--- src/rtl/riscv_pkg.sv ---
// riscv_pkg: definitions shared by the instruction fetch slice.
//   XLEN      : datapath / address width
//   INSTR_NOP : canonical NOP (addi x0,x0,0), the value the output register holds after reset
//   RESET_PC  : default program counter after reset
//   fetch_state_e : fetch FSM states (IDLE, RUN, FAULT)
package riscv_pkg;

  localparam int XLEN = 32;

  localparam logic [XLEN-1:0] INSTR_NOP = 32'h0000_0013;
  localparam logic [XLEN-1:0] RESET_PC  = 32'h0000_0000;

  typedef enum logic [1:0] {
    IDLE  = 2'd0,
    RUN   = 2'd1,
    FAULT = 2'd2
  } fetch_state_e;

endpackage

--- src/rtl/instr_fetch_if.sv ---
// instr_fetch_if: fetch -> decode valid/ready handshake.
//   if_valid : output register holds a valid instruction (fetch drives)
//   if_ready : decode accepts this cycle (decode drives)
//   if_instr : fetched instruction word
//   if_pc    : byte address of if_instr
// Modports: master = fetch unit, slave = decode.
interface instr_fetch_if;

  logic                      if_valid;
  logic                      if_ready;
  logic [riscv_pkg::XLEN-1:0] if_instr;
  logic [riscv_pkg::XLEN-1:0] if_pc;

  modport master (output if_valid, output if_instr, output if_pc, input if_ready);
  modport slave  (input if_valid, input if_instr, input if_pc, output if_ready);

endinterface

--- src/rtl/fetch_out_reg.sv ---
// fetch_out_reg: instruction/PC/valid holding register between fetch and decode.
//   clk, reset : clock, asynchronous active-high reset
//   load       : capture din_instr/din_pc and mark valid
//   flush      : drop the held instruction (wins over load)
//   ready      : decode accepted; clears valid when nothing new is loaded
//   valid, instr, pc : registered outputs
// With neither load, flush nor ready the contents hold, which keeps instr/pc
// stable while decode back-pressures.
module fetch_out_reg
  import riscv_pkg::*;
(
  input  logic            clk,
  input  logic            reset,
  input  logic            load,
  input  logic            flush,
  input  logic            ready,
  input  logic [XLEN-1:0] din_instr,
  input  logic [XLEN-1:0] din_pc,
  output logic            valid,
  output logic [XLEN-1:0] instr,
  output logic [XLEN-1:0] pc
);

  // NOTE: state registers use non-blocking assignments so every flop samples
  // pre-edge values regardless of process evaluation order.
  always_ff @(posedge clk or posedge reset) begin
    if (reset) begin
      valid <= 1'b0;
      instr <= INSTR_NOP;
      pc    <= '0;
    end else if (flush) begin
      valid <= 1'b0;
    end else if (load) begin
      valid <= 1'b1;
      instr <= din_instr;
      pc    <= din_pc;
    end else if (ready) begin
      valid <= 1'b0;
    end
  end

endmodule

--- src/rtl/instr_fetch.sv ---
// instr_fetch: initiator side of the instruction-memory read port.
//   clk, reset      : clock, asynchronous active-high reset
//   fetch_en        : permit issuing new fetches
//   imem_addr       : byte address to memory (always the current pc)
//   imem_instr      : combinational memory response for imem_addr
//   redirect_valid  : load redirect_pc as the next fetch pc and flush the output
//   redirect_pc     : redirect target byte address
//   dec             : valid/ready output to decode (instr_fetch_if.master)
//   fetch_fault     : sticky misaligned-redirect flag
// Build option: define FETCH_MISALIGN_CHECK_EN to trap misaligned redirects
// into FAULT (exit only by reset). Otherwise the target's low two bits are
// cleared and fetch_fault is constant 0.
module instr_fetch
  import riscv_pkg::*;
#(
  parameter logic [XLEN-1:0] RESET_PC = riscv_pkg::RESET_PC
) (
  input  logic                  clk,
  input  logic                  reset,
  input  logic                  fetch_en,
  output logic [XLEN-1:0]       imem_addr,
  input  logic [XLEN-1:0]       imem_instr,
  input  logic                  redirect_valid,
  input  logic [XLEN-1:0]       redirect_pc,
  instr_fetch_if.master         dec,
  output logic                  fetch_fault
);

  fetch_state_e    state_q, state_d;
  logic [XLEN-1:0] pc_q, pc_d;
  logic            load, flush, slot_free, misaligned;

  assign imem_addr = pc_q;
  // if_ready only reaches pc via the registered decision below, never imem_addr directly.
  assign slot_free = !dec.if_valid || dec.if_ready;

`ifdef FETCH_MISALIGN_CHECK_EN
  assign misaligned  = (redirect_pc[1:0] != 2'b00);
  // FAULT is left only by reset, so being in it is the sticky flag.
  assign fetch_fault = (state_q == FAULT);
`else
  assign misaligned  = 1'b0;
  assign fetch_fault = 1'b0;
`endif

  always_ff @(posedge clk or posedge reset) begin
    if (reset) begin
      state_q <= IDLE;
      pc_q    <= RESET_PC;
    end else begin
      state_q <= state_d;
      pc_q    <= pc_d;
    end
  end

  // NOTE: every output of this block gets a default first so no path leaves
  // a variable unassigned, which would infer a latch.
  always_comb begin
    state_d = state_q;
    pc_d    = pc_q;
    load    = 1'b0;
    flush   = 1'b0;
    if (state_q != FAULT) begin
      // Capture in the same cycle fetch_en is seen so the first if_valid
      // appears one cycle after fetch_en rises; dropping fetch_en stops
      // captures immediately.
      state_d = fetch_en ? RUN : IDLE;
      if (redirect_valid) begin
        // Redirect beats capture and any concurrent handshake.
        flush = 1'b1;
        if (misaligned) state_d = FAULT;
        else            pc_d    = redirect_pc & ~XLEN'(3);
      end else if (fetch_en && slot_free) begin
        load = 1'b1;
        pc_d = pc_q + XLEN'(4);
      end
    end
  end

  fetch_out_reg u_out_reg (
    .clk       (clk),
    .reset     (reset),
    .load      (load),
    .flush     (flush),
    .ready     (dec.if_ready),
    .din_instr (imem_instr),
    .din_pc    (pc_q),
    .valid     (dec.if_valid),
    .instr     (dec.if_instr),
    .pc        (dec.if_pc)
  );

endmodule

--- src/flat_wrapper.sv ---
// flat-port wrapper written by rule: the top's interface ports become plain ports
module instr_fetch_flat import riscv_pkg::*;
#(
  parameter logic [XLEN-1:0] RESET_PC = riscv_pkg::RESET_PC
)
  (clk, reset, fetch_en, imem_addr, imem_instr, redirect_valid, redirect_pc, fetch_fault, dec_if_valid, dec_if_instr, dec_if_pc, dec_if_ready);
  instr_fetch_if dec_i ();
  input  logic clk;
  input  logic reset;
  input  logic fetch_en;
  output logic [XLEN-1:0] imem_addr;
  input  logic [XLEN-1:0] imem_instr;
  input  logic redirect_valid;
  input  logic [XLEN-1:0] redirect_pc;
  output logic fetch_fault;
  output wire logic [$bits(dec_i.if_valid)-1:0] dec_if_valid;
  output wire logic [$bits(dec_i.if_instr)-1:0] dec_if_instr;
  output wire logic [$bits(dec_i.if_pc)-1:0] dec_if_pc;
  input wire logic [$bits(dec_i.if_ready)-1:0] dec_if_ready;
  assign dec_if_valid = dec_i.if_valid;
  assign dec_if_instr = dec_i.if_instr;
  assign dec_if_pc = dec_i.if_pc;
  assign dec_i.if_ready = dec_if_ready;
  instr_fetch #(.RESET_PC(RESET_PC)) u_core (.clk(clk), .reset(reset), .fetch_en(fetch_en), .imem_addr(imem_addr), .imem_instr(imem_instr), .redirect_valid(redirect_valid), .redirect_pc(redirect_pc), .dec(dec_i), .fetch_fault(fetch_fault));
endmodule
--- config.mk ---
export PLATFORM = sky130hd
export DESIGN_NAME = instr_fetch_flat
export DESIGN_NICKNAME = d
export VERILOG_FILES = /design/src/rtl/riscv_pkg.sv /design/src/rtl/instr_fetch_if.sv /design/src/rtl/fetch_out_reg.sv /design/src/rtl/instr_fetch.sv /design/src/flat_wrapper.sv
export SDC_FILE = /design/constraint.sdc
export NUM_CORES = 1
export LEC_CHECK = 0
export BUFFER_PORTS_ARGS = -buffer_cell sky130_fd_sc_hd__buf_2
export CAP_MARGIN = 10
export CORE_AREA = 2 2 79 118
export CTS_BUF_LIST = sky130_fd_sc_hd__clkbuf_4
export DETAILED_ROUTE_END_ITERATION = 6
export DIE_AREA = 0 0 81 120
export GPL_TIMING_DRIVEN = 0
export HOLD_SLACK_MARGIN = 0.08
export PLACE_DENSITY_LB_ADDON = 0.2
export SYNTH_ARGS = -nofsm -noshare
export SYNTH_HDL_FRONTEND = slang
export SYNTH_SLANG_ARGS = --single-unit
--- constraint.sdc ---
create_clock -name clk -period 3.6 [get_ports clk]
set_input_delay 0.72 -clock clk [delete_from_list [all_inputs] [get_ports clk]]
set_output_delay 0.72 -clock clk [all_outputs]
set_load 0.02 [all_outputs]
# Word-level counts from Yosys, hierarchy flattened
# Index checks and enable logic that the tools add are counted.
dict set report word_totals {
  ff_bits 99
  inputBits 69
  out_inout_bits 98
}
dict set report op_classes {
  n_reduce_logical 7
  n_bitwise 1
  n_eq_ne 1
  add_sub_neg 1
  mux 11
}
# operator count
set op_table {}
lappend op_table {{$mux W32} 2}
lappend op_table {{$add A32 B3 Y32 const B} 1}
lappend op_table {{$mux W1} 9}
lappend op_table {{$reduce_and A2 Y1} 2}
lappend op_table {{$reduce_bool A3 Y1} 1}
lappend op_table {{$ne A2 B2 Y1 const B} 1}
lappend op_table {{$reduce_bool A2 Y1} 1}
lappend op_table {{$logic_and A1 B1 Y1} 1}
lappend op_table {{$logic_not A1 Y1} 1}
lappend op_table {{$logic_or A1 B1 Y1} 1}
lappend op_table {{$not A1 Y1} 1}

# Depth between registers and ports, before layout
dict set report logic_depth {
  word_depth 8
  depth_mapped 6
  mapped_depth_nobuf 5
}

# By module
# From an unflattened synthesis, not the netlist that was laid out.
dict set report hier_totals {
  cells_unflattened 359
  hier_area_um2 4584.4
}
# module n_inst area_each_um2 seq_area_each_um2 cells_per_inst
set modules_own_cells {}
lappend modules_own_cells {fetch_out_reg 1 2748.9 1630.3 141}
lappend modules_own_cells {instr_fetch 1 1835.5 750.7 218}

# Worst setup path before layout
# OpenSTA, ideal clock, no wires.
dict set report synth_path {
  path_kind {input -> register}
  start {in fetch_en}
  end {reg u_core.u_out_reg.pc[10]}
  stages 5
  setup_slack_ns 1.350
  t_arrival_ns 2.126
  required_time_ns 3.475
  n_path_buf 2
  setup_time_ns 0.125
  path_cell_list {clkbuf_1 > nand2_1 > nor2_1 > clkbuf_1 > mux2_2}
}
dict set report synth_between {
  elab_chain_cells 5
}
# item line
set synth_lines {}
lappend synth_lines {{start: declaration} flat_wrapper.sv:10} ;# input logic fetch_en;
lappend synth_lines {{$logic_and A1 B1 Y1} instr_fetch.sv:73} ;# end else if (fetch_en && slot_free) begin
lappend synth_lines {{$mux W1} instr_fetch.sv:73}
lappend synth_lines {{$mux W1} instr_fetch.sv:68} ;# if (redirect_valid) begin
lappend synth_lines {{$mux W1} instr_fetch.sv:63} ;# if (state_q != FAULT) begin
lappend synth_lines {{$reduce_and A2 Y1 (no line)} --}
lappend synth_lines {{end signal: assignment} fetch_out_reg.sv:36} ;# pc <= din_pc;
lappend synth_lines {{end: declaration} fetch_out_reg.sv:21} ;# output logic [XLEN-1:0] pc
# Every way passes these cells.
# A chain may end at the register's enable or synchronous reset.

# Final worst setup path
dict set report layout_path {
  start {reg u_core.u_out_reg.valid}
  end {reg u_core.u_out_reg.pc[13]}
}
dict set report layout_between {
  elab_chain_cells 7
}
# item line
set layout_lines {}
lappend layout_lines {{start: declaration} fetch_out_reg.sv:19} ;# output logic valid,
lappend layout_lines {{start signal: assignment} fetch_out_reg.sv:28} ;# valid <= 1'b0;
lappend layout_lines {{start signal: assignment} fetch_out_reg.sv:32} ;# valid <= 1'b0;
lappend layout_lines {{start signal: assignment} fetch_out_reg.sv:34} ;# valid <= 1'b1;
lappend layout_lines {{$logic_not A1 Y1} instr_fetch.sv:35} ;# assign slot_free = !dec.if_valid || dec.if_ready;
lappend layout_lines {{$logic_or A1 B1 Y1} instr_fetch.sv:35}
lappend layout_lines {{$logic_and A1 B1 Y1} instr_fetch.sv:73}
lappend layout_lines {{$mux W1} instr_fetch.sv:73}
lappend layout_lines {{$mux W1} instr_fetch.sv:68}
lappend layout_lines {{$mux W1} instr_fetch.sv:63}
lappend layout_lines {{$reduce_and A2 Y1 (no line)} --}
# Every way passes these cells.

==> impl_metrics.env <==
export IMPL_grt_max_degree=60
export IMPL_insertion_delay_ns=0.45
export IMPL_hold_ws_ns=0.270
export IMPL_root_buffer="clkbuf_4"
export IMPL_ctsHtreeMaxLevel=3
export IMPL_place_area_um2=5280
export IMPL_powerDensity_nw_per_um2=489
export IMPL_drtAntennaViolNets=0
export IMPL_period_needed_ns=2.42
export IMPL_required_ns=3.94
export IMPL_netlist_area_um2=4310
export IMPL_p_total_mw=2.65
export IMPL_syn_inst=371
export IMPL_synth_seq_area_share=0.541
export IMPL_die_w_um=81
export IMPL_clock_sinks=93
export IMPL_vias=3575
export IMPL_power_leakage_nw=2.42
export IMPL_finalCritPeriodShare=0.672
export IMPL_cts_tree="done"
export IMPL_numCtsBuffers=9
export IMPL_antenna_found_initial=1
export IMPL_post_route_drc_count=0
export IMPL_grtUsageTotal=0.225
export IMPL_cp_end_kind="flop"
export IMPL_pwr_share_seq=0.506
export IMPL_final_setup_viol_count=0
export IMPL_dp_cells=644
export IMPL_dieHeight_um=120
export IMPL_critical_path_class="reg -> reg"
export IMPL_synth_ff_latch_count=93
export IMPL_clock_path_buffers=2
export IMPL_cap_viol_max_count=0
export IMPL_detail_route_wl_per_cell_um=16.3
export IMPL_holdBufCountCts=0
export IMPL_internal_power_mw=1.75
export IMPL_synth_enable_flop_cells=0
export IMPL_drtIter0Drc=229
export IMPL_num_rows=42
export IMPL_power_frac_comb=0.282
export IMPL_grt_pass1_vias=3413
export IMPL_core_um2=8720
export IMPL_drive_above_1_share=0.476
export IMPL_gp_congestion=0.817
export IMPL_ctsResizeCount=0
export IMPL_slew_violations=0
export IMPL_timing_final_hold_violations=0
export IMPL_timing_fmax_ghz=0.413
export IMPL_port_buffers=158
export IMPL_ir_worst_vdd_mv=0.333
export IMPL_fin_tns_setup_ns=0
export IMPL_synth_cell_types=49
export IMPL_rsz0062_at_grt="false"
export IMPL_dp_hpwl_mm=8.03
export IMPL_async_flop_share=1.00
export IMPL_ios=167
export IMPL_fin_cells=661
export IMPL_crit_path_start_kind="flop"
export IMPL_initial_core_util=0.494
export IMPL_synthToLayoutAreaGrowth_pct=25.8
export IMPL_path_max_fanout=10
export IMPL_first_pass_iters=4
export IMPL_p_switching_uw=902
export IMPL_clkTransAtPathRegs_ns=0.14
export IMPL_fin_skew_ns=0.0146
export IMPL_wl_mm=10.7
export IMPL_p_sw_frac=0.340
export IMPL_status="finished clean"
export IMPL_design_area_um2=5420
export IMPL_grt_pass1_wl_mm=16.8
export IMPL_yosysWarnings=0
export IMPL_overflow=0
export IMPL_slew_headroom=0.357
export IMPL_fillers=788
export IMPL_synthFlopType="dfrtp_1"
export IMPL_tightestPinTransition_ns=0.955
export IMPL_hp_class="in -> async"
export IMPL_syn_area_per_cell_um2=11.6
export IMPL_critical_path_arrival_ns=2.76
export IMPL_nNetsFinal=615
export IMPL_postCtsSetupBuffers=0
export IMPL_die_area_um2=9720
export IMPL_vias_per_cell=5.41
export IMPL_power_frac_clock=0.212
worst paths after layout:
check	from	endpoint	slack (ns)	depth (start not counted)
max	u_core.u_out_reg.valid	u_core.u_out_reg.pc[13]	1.18	6
min	reset	u_core.u_out_reg.instr[13]	0.27	2
max reg2reg	u_core.u_out_reg.valid	u_core.u_out_reg.pc[13]	1.18	6
min reg2reg	u_core.u_out_reg.pc[21]	u_core.u_out_reg.pc[21]	0.51	1
max in group asynchronous	reset	u_core.u_out_reg.instr[4]	2.63	3
min in group clk	redirect_pc[2]	u_core.imem_addr[2]	0.47	3
synth_stat cells (2+ instances only):
| cell | instances | area [um2] |
|---|---|---|
| dfrtp_1 | 90 | 2250 |
| mux2_2 | 62 | 698 |
| nand2_1 | 25 | 93.8 |
| nor2_1 | 18 | 67.6 |
| nand3_1 | 16 | 80.1 |
| o21ai_0 | 15 | 75.1 |
| nand4_1 | 14 | 87.6 |
| clkbuf_1 | 11 | 41.3 |
| a31oi_1 | 9 | 56.3 |
| o31ai_1 | 9 | 67.6 |
| or4_1 | 9 | 67.6 |
| buf_2 | 7 | 35.0 |
| nor2b_1 | 7 | 43.8 |
| nor3_1 | 6 | 30.0 |
| xnor2_1 | 6 | 52.6 |
| buf_4 | 5 | 37.5 |
| nor4_1 | 5 | 31.3 |
| a21oi_1 | 4 | 20.0 |
| inv_1 | 4 | 15.0 |
| a22o_1 | 3 | 26.3 |
| and3_1 | 3 | 18.8 |
| dfstp_2 | 3 | 78.8 |
| or3_1 | 3 | 18.8 |
| xor2_1 | 3 | 26.3 |
| a22oi_1 | 2 | 15.0 |
| and2_1 | 2 | 12.5 |
| buf_1 | 2 | 7.51 |
| nand2b_1 | 2 | 12.5 |
| nor3b_1 | 2 | 15.0 |
| o311ai_0 | 2 | 17.5 |
| o31a_1 | 2 | 17.5 |
| or2_2 | 2 | 12.5 |
| or3_2 | 2 | 15.0 |
critical path: stages (launching register included):
cell	delay (ns)
dfrtp_1	0.42
nand2b_1	0.08
buf_2	0.19
nand2_1	0.14
nor2_1	0.55
clkbuf_1	0.52
mux2_2	0.40
flip-flops by register name, indices dropped and copies added, names as in the netlist:
register	count
u_core.u_out_reg.instr	32
u_core.u_out_reg.valid	1
u_core.u_out_reg.pc	30
u_core.imem_addr	30
logic make-up after synthesis:
family / after synthesis / share of synthesized area
xor+xnor: 9 / 0.0183
simple gates: 124 / 0.161
flops: 93 / 0.541
other cells: 1 / 0.000870
buf+inv: 29 / 0.0317
fa+ha+maj: 1 / 0.00290
compound gates: 51 / 0.0793
mux: 63 / 0.164
power by group through the flow:
stage / combinational [mW] / clock (mW) / sequential [mW]
2_1_floorplan: 0.269 / 0 / 1.56
3_3_place_gp: 0.739 / 0 / 1.35
3_5_place_dp: 0.757 / 0 / 1.37
4_1_cts: 0.759 / 0.579 / 1.34
5_1_grt: 0.806 / 0.624 / 1.37
6_report: 0.748 / 0.561 / 1.34
placed cells by master (no fill, tap or decap), drive strengths merged, types with 6 or more instances in the layout:
| master | netlist | final |
|---|---|---|
| nand4 | 15 | 15 |
| a31oi | 9 | 9 |
| nor2 | 18 | 18 |
| xnor2 | 6 | 6 |
| nor2b | 7 | 7 |
| nor3 | 6 | 6 |
| clkbuf | 11 | 22 |
| o31ai | 9 | 9 |
| nand3 | 17 | 17 |
| buf | 14 | 173 |
| mux2 | 62 | 62 |
| dfrtp | 90 | 90 |
| or4 | 11 | 11 |
| o21ai | 15 | 15 |
| nand2 | 25 | 25 |
metrics by stage:
stage,worst slack [ns],util
2_1_floorplan,0.465,-
4_1_cts,1.13,0.621
3_3_place_gp,-0.598,0.602
6_report,1.18,0.621
3_5_place_dp,0.710,0.605
5_1_grt,0.943,0.621
cell type report:
type	instances	area (um2)	share of cell area
clock inverter	5	51.3	0.00947
inverter	4	17.5	0.00323
timing repair buffer	159	818	0.151
multi-input combinational	253	1860	0.342
tap	110	138	0.0254
sequential	93	2330	0.430
buffer	25	121	0.0224
antenna	1	2.50	0.000462
clock buffer	11	82.6	0.0152
metal layers:
metal | track usage | part of all wire
met4 | 0.0996 | 0.024
met3 | 0.0496 | 0.066
met1 | 0.285 | 0.40
met5 | 0 | 0
met2 | 0.366 | 0.51
(Power assumes the default switching activity.)
